<file path="src/rtl/ysyx_25040109_trap_pkg.sv">
// Shared definitions for the trap sequencer.
// Covers the CSR addresses, FSM states, mstatus field positions and mstatus update helpers.
package ysyx_25040109_trap_pkg;

    localparam int XLEN = 32;

    localparam logic [11:0] CSR_MSTATUS = 12'h300;
    localparam logic [11:0] CSR_MTVEC   = 12'h305;
    localparam logic [11:0] CSR_MEPC    = 12'h341;
    localparam logic [11:0] CSR_MCAUSE  = 12'h342;

    localparam int MSTATUS_MIE    = 3;
    localparam int MSTATUS_MPIE   = 7;
    localparam int MSTATUS_MPP_LO = 11;
    localparam int MSTATUS_MPP_HI = 12;

    typedef enum logic [2:0] {
        ST_IDLE     = 3'd0,
        ST_T_EPC    = 3'd1,
        ST_T_CAUSE  = 3'd2,
        ST_T_STATUS = 3'd3,
        ST_T_JUMP   = 3'd4,
        ST_M_STATUS = 3'd5,
        ST_M_JUMP   = 3'd6
    } trap_state_t;

    // Trap entry: stash MIE into MPIE, disable interrupts, record M-mode as previous privilege.
    function automatic logic [XLEN-1:0] mstatus_on_trap(input logic [XLEN-1:0] status);
        logic [XLEN-1:0] result;
        result                                = status;
        result[MSTATUS_MPIE]                  = status[MSTATUS_MIE];
        result[MSTATUS_MIE]                   = 1'b0;
        result[MSTATUS_MPP_HI:MSTATUS_MPP_LO] = 2'b11;
        return result;
    endfunction

    // Trap return: restore MIE from MPIE, then set MPIE and keep MPP at M-mode.
    function automatic logic [XLEN-1:0] mstatus_on_mret(input logic [XLEN-1:0] status);
        logic [XLEN-1:0] result;
        result                                = status;
        result[MSTATUS_MIE]                   = status[MSTATUS_MPIE];
        result[MSTATUS_MPIE]                  = 1'b1;
        result[MSTATUS_MPP_HI:MSTATUS_MPP_LO] = 2'b11;
        return result;
    endfunction

endpackage

</file>
<file path="src/rtl/ysyx_25040109_trap_ctrl.sv">
// Trap sequencer: runs ecall/mret as multi-cycle CSR write sequences on the single CSR port,
// passes ordinary CSR writes through while idle, and issues the PC redirect at the end.
module ysyx_25040109_trap_ctrl
    import ysyx_25040109_trap_pkg::*;
#(
    parameter int unsigned              DATA_WIDTH  = 32,
    parameter logic [DATA_WIDTH-1:0]    ECALL_CAUSE = 32'd11
) (
    input  logic                  clk,
    input  logic                  rst,
    input  logic                  inst_valid,
    input  logic                  is_ecall,
    input  logic                  is_mret,
    input  logic                  is_csr_wr,
    input  logic [11:0]           csr_addr_in,
    input  logic [DATA_WIDTH-1:0] csr_wdata_in,
    input  logic [DATA_WIDTH-1:0] pc,
    input  logic [DATA_WIDTH-1:0] csr_rdata,
    input  logic [DATA_WIDTH-1:0] mtvec_in,
    input  logic [DATA_WIDTH-1:0] mepc_in,
    output logic                  csr_we,
    output logic [11:0]           csr_addr,
    output logic [DATA_WIDTH-1:0] csr_wdata,
    output logic                  stall,
    output logic                  redirect_valid,
    output logic [DATA_WIDTH-1:0] redirect_pc
);

    trap_state_t           state_reg;
    trap_state_t           state_next;
    logic [DATA_WIDTH-1:0] pc_q_reg;
    logic [DATA_WIDTH-1:0] pc_q_next;

    logic                  take_ecall;
    logic                  take_mret;
    logic                  take_csr_wr;
    logic [DATA_WIDTH-1:0] status_trap;
    logic [DATA_WIDTH-1:0] status_mret;
    logic [DATA_WIDTH-1:0] mtvec_base;

    // Priority resolution: ecall wins over mret, which wins over a plain CSR write.
    assign take_ecall  = inst_valid & is_ecall;
    assign take_mret   = inst_valid & ~is_ecall & is_mret;
    assign take_csr_wr = inst_valid & ~is_ecall & ~is_mret & is_csr_wr;

    assign status_trap = DATA_WIDTH'(mstatus_on_trap(XLEN'(csr_rdata)));
    assign status_mret = DATA_WIDTH'(mstatus_on_mret(XLEN'(csr_rdata)));
    assign mtvec_base  = {mtvec_in[DATA_WIDTH-1:2], 2'b00};

    always_ff @(posedge clk or posedge rst) begin
        if (rst) begin
            state_reg <= ST_IDLE;
            pc_q_reg  <= '0;
        end else begin
            state_reg <= state_next;
            pc_q_reg  <= pc_q_next;
        end
    end

    always_comb begin
        state_next     = state_reg;
        pc_q_next      = pc_q_reg;
        csr_we         = 1'b0;
        csr_addr       = csr_addr_in;
        csr_wdata      = '0;
        stall          = 1'b0;
        redirect_valid = 1'b0;
        redirect_pc    = '0;

        case (state_reg)
            ST_IDLE: begin
                if (take_ecall) begin
                    stall      = 1'b1;
                    pc_q_next  = pc;
                    state_next = ST_T_EPC;
                end else if (take_mret) begin
                    stall      = 1'b1;
                    state_next = ST_M_STATUS;
                end else if (take_csr_wr) begin
                    csr_we    = 1'b1;
                    csr_wdata = csr_wdata_in;
                end
            end
            ST_T_EPC: begin
                stall      = 1'b1;
                csr_we     = 1'b1;
                csr_addr   = CSR_MEPC;
                csr_wdata  = pc_q_reg;
                state_next = ST_T_CAUSE;
            end
            ST_T_CAUSE: begin
                stall      = 1'b1;
                csr_we     = 1'b1;
                csr_addr   = CSR_MCAUSE;
                csr_wdata  = ECALL_CAUSE;
                state_next = ST_T_STATUS;
            end
            ST_T_STATUS: begin
                stall      = 1'b1;
                csr_we     = 1'b1;
                csr_addr   = CSR_MSTATUS;
                csr_wdata  = status_trap;
                state_next = ST_T_JUMP;
            end
            ST_T_JUMP: begin
                // Only direct mode is supported, so the mode bits are simply masked off.
                redirect_valid = 1'b1;
                redirect_pc    = mtvec_base;
                state_next     = ST_IDLE;
            end
            ST_M_STATUS: begin
                stall      = 1'b1;
                csr_we     = 1'b1;
                csr_addr   = CSR_MSTATUS;
                csr_wdata  = status_mret;
                state_next = ST_M_JUMP;
            end
            ST_M_JUMP: begin
                redirect_valid = 1'b1;
                redirect_pc    = mepc_in;
                state_next     = ST_IDLE;
            end
            default: begin
                state_next = ST_IDLE;
            end
        endcase
    end

endmodule

</file>
<file path="config.mk">
export PLATFORM = sky130hd
export DESIGN_NAME = ysyx_25040109_trap_ctrl
export DESIGN_NICKNAME = d
export VERILOG_FILES = /design/src/rtl/ysyx_25040109_trap_pkg.sv /design/src/rtl/ysyx_25040109_trap_ctrl.sv
export SDC_FILE = /design/constraint.sdc
export NUM_CORES = 1
export LEC_CHECK = 0
export CAP_MARGIN = 20
export CORE_AREA = 2 2 100 102
export CTS_BUF_LIST = sky130_fd_sc_hd__clkbuf_8
export DETAILED_ROUTE_END_ITERATION = 10
export DIE_AREA = 0 0 102 104
export MAX_ROUTING_LAYER = met4
export PLACE_DENSITY = 0.77
export RECOVER_POWER = 50
export SLEW_MARGIN = 0
export SYNTH_ARGS = -nofsm -noshare
export SYNTH_HDL_FRONTEND = slang
export SYNTH_SLANG_ARGS = --single-unit
</file>
<file path="constraint.sdc">
create_clock -name clk -period 2.05 [get_ports clk]
set_input_delay 0.3075 -clock clk [delete_from_list [all_inputs] [get_ports clk]]
set_output_delay 0.3075 -clock clk [all_outputs]
set_load 0.01 [all_outputs]
</file>
==> out/summary.txt <==
======================================================================================================
Run status                                                                                finished, violations left
Failing checks                                                                            setup timing
Ordered list of cells on the worst path                                                   buf_6, nor3_4, buf_4, and2_4, buf_12, a22o_1, buf_2
Final Worst Setup Slack                                                                      -77.86 ps
Post-synthesis instance total                                                                      322
DP Cell Count                                                                                      710
Count of cell types in the netlist                                                                  36
Wire length of the first global-routing pass                                                  19.51 mm
Commonest cells after routing, fill and taps aside                                        168 x clkdlybuf4s50_1, 43 x mux2i_1, 41 x buf_2, 38 x nor2_1, 36 x clkbuf_2
Relative slew margins                                                                           39.48%
Net Count, Synth                                                                                   500
Achievable frequency                                                                         470.0 MHz
Final hold violations                                                                                0
Critical path fanouts, max                                                                           9
Peak supply drop                                                                              525.5 uV
Worst endpoint data arrival time                                                               1820 ps
Share of synthesized cell area in and, or, nand and nor gates                                   17.56%
Most instantiated flip-flop cell in the synthesis netlist                                      dfrtp_1
Height of the die                                                                               104 um
Setup TNS                                                                                     -1370 ps
Total of flip-flops plus latches after synthesis                                                    35
Number of sinks handled by clock tree synthesis                                                     35
MaxCap Viol Count                                                                                    0
Area growth, synth to finish                                                                    106.1%
Sequential Area                                                                            882.1 sq um
Cell with the largest stage delay on the worst path                                            dfrtp_4
Wire per inst                                                                                 17.65 um
Final Net Count                                                                                    790
Final max-slew violation count                                                                       0
Max Buffers Root-to-Sink                                                                             2
Async set or reset register ratio after synthesis                                               100.0%
Horiz. Die Dim                                                                                  102 um
Routed Antenna Nets                                                                                  0
Root Driver                                                                                   clkbuf_8
Pwr/cell area                                                                             1177 nW/um^2
Non-filler cells in the finished layout                                                            745
Transition time at the pin with the least slew margin                                         907.8 ps
Input/output buffers                                                                               252
Routed vias                                                                                       3725
Cell type contributing the most total cell area after synthesis                                dfrtp_1
Most frequent standard cell in the layout excluding fill and tap cells                    clkdlybuf4s50_1
Number of diodes                                                                                     0
Startpoint type of the worst setup path                                                           flop
Post-synthesis adder-cell area fraction                                                             0%
Multiplexer area fraction after synthesis                                                       28.23%
Detailed placement HPWL                                                                       9.752 mm
Total power after layout                                                                      7.055 mW
Starting utilization of the core area                                                           30.45%
Fraction of the mapped netlist area in compound gates                                           17.77%
Worst path top cell family by delay                                                       buffers and inverters
Path type of the worst min-delay path                                                     input port to flop
Clock H-tree levels                                                                                  2
RR Startpoint                                                                             state_reg[1]$_DFFE_PP0P_
Max stage delay on crit path                                                                    500 ps
Flip-flop count of the largest register, all copies and words added                                 32
Total core area                                                                             9549 sq um
Setup Crit Path Kind                                                                      flop to output port
Area fraction of the dominant cell type after synthesis                                         30.12%
Static leakage                                                                                2.648 nW
Worst path required time                                                                       1740 ps
Sequential-to-total area share from yosys stat                                                  30.12%
Clock transition at the register clock pins on the worst setup and hold paths after CTS          70 ps
Number of warnings issued by yosys                                                                   0
Synthesized area per cell                                                                  9.030 sq um
Share of final-layout standard cells stronger than drive strength 1                             28.92%
Gpl congestion                                                                                  0.8870
Worst Hold Launch                                                                              is_mret
Worst clock skew on the final layout                                                          5.735 ps
RSZ-0062 raised after global routing                                                               yes
Largest net degree at the start of global routing                                                   36
TritonCTS clock tree                                                                              done
Total standard cell area after synthesis                                                    2908 sq um
Final count of negative-setup-slack endpoints                                                       27
Hold_ws                                                                                       430.3 ps
Total buffers and inverters traversed by the critical path                                           4
Router iterations before antenna repair                                                              4
Count of routing violations after the opening detailed-route iteration                             156
Total Wirelength                                                                              13.15 mm
Antenna violations before repair                                                                     0
Full die area                                                                              10610 sq um
Skew-Pair Late Insertion Delay                                                                  290 ps
Fillcell total                                                                                     830
Nature of the critical path endpoint                                                       output port
All-layer global routing usage                                                                  23.82%
Clock buffers created by TritonCTS                                                                   5
Ranking of synthesized cells by area                                                      dfrtp_1 30%, mux2i_1 16%, mux2_1 12%
Multi-input gate area in the final layout                                                   1992 sq um
Xor-xnor portion of the synthesized cell area                                                       0%
Average via count per standard cell                                                              5.000
Crit path time final                                                                           2128 ps
Number of standard-cell rows in the floorplan                                                       36
# hold bufs at CTS                                                                                   0
Start point of the critical path                                                          state_reg[1]$_DFFE_PP0P_
Number of top-level pins                                                                           257
Final Cycle Share                                                                               103.8%
Via count of the first global-routing pass                                                        3815
Largest family of logic cells by synthesized area                                         multiplexers
Number of enable-type register cells in the synthesized netlist                                      0
Remaining global-route overflow                                                                      0
Number of remaining DRC errors                                                                       0
======================================================================================================
==> tightest hold or removal path, stage by stage <==
cell	delay, ps
clkbuf_2	120
buf_4	120
a211oi_1	60
nor2_1	80
==> per-stage QoR <==
step	cell area [sq um]	util [%]	setup slack (ps)
2_1_floorplan	2908	-	340.3
3_3_place_gp	5811	60.85	-570.1
3_5_place_dp	5811	60.85	-578.0
4_1_cts	5968	62.50	-160.4
5_1_grt	5993	62.76	-178.3
6_report	5993	62.76	-77.86
==> cells in the mapped netlist, types with 4 or more instances <==
library cell  count
a22o_1           15
a31oi_1          12
and2_1           10
buf_2            15
buf_4             4
clkbuf_1         11
dfrtp_1          35
inv_1             5
mux2_1           30
mux2i_1          46
nand2b_1          4
nand3_1          29
nor2_1           39
nor3_1            4
o21ai_0          16
o2bb2ai_1        15
==> routing by layer <==
layer	vias to the layer above	global-route usage, %	part of all wire [%]
li1	1774	-	-
met4	0	7.143	2.0
met1	1764	25.89	38
met3	21	4.973	7.6
met2	166	42.90	52
met5	-	-	0
==> repair_timing <==
item | in CTS | in global routing
gates resized for setup | 214 | 120
gates cloned | 6 | 1
setup buffers | 17 | 7
pin swaps | 18 | 22
setup endpoints to repair | 78 | 59
==> path summary, 6_finish.rpt <==
path / slack (ps) / endpoint / cells after the start
max: -80 / csr_wdata[9] / 7
min: 430 / state_reg[2]$_DFFE_PP0P_ / 4
max reg2reg: 70 / pc_q_reg[29]$_DFFE_PP0P_ / 7
min reg2reg: 490 / pc_q_reg[9]$_DFFE_PP0P_ / 1
max in group asynchronous: 650 / state_reg[1]$_DFFE_PP0P_ / 3
min in group asynchronous: 740 / pc_q_reg[10]$_DFFE_PP0P_ / 3
==> final cells by class <==
type / instances / area share, %
clock buffer: 6 / 1.378
multi-input combinational: 249 / 33.24
inverter: 5 / 0.3132
timing repair buffer: 316 / 47.49
clock inverter: 1 / 0.08351
tap: 133 / 2.777
sequential: 35 / 14.72
==> logic make-up (layout without fill, tap and decap cells) <==
family | after synthesis | in the layout
and+or+nand+nor | 101 | 101
muxes | 78 | 78
AOI/OAI and AO/OA | 70 | 70
buffers and inverters | 38 | 328
DFF | 35 | 35
==> where the power goes <==
group	total (mW)	leakage, nW	switching, mW	internal, mW
combinational	5.26	2.19	2.47	2.79
clock	0.514	0.0470	0.250	0.264
sequential	1.28	0.415	0.233	1.05
Power figures use the tool's default switching activity.
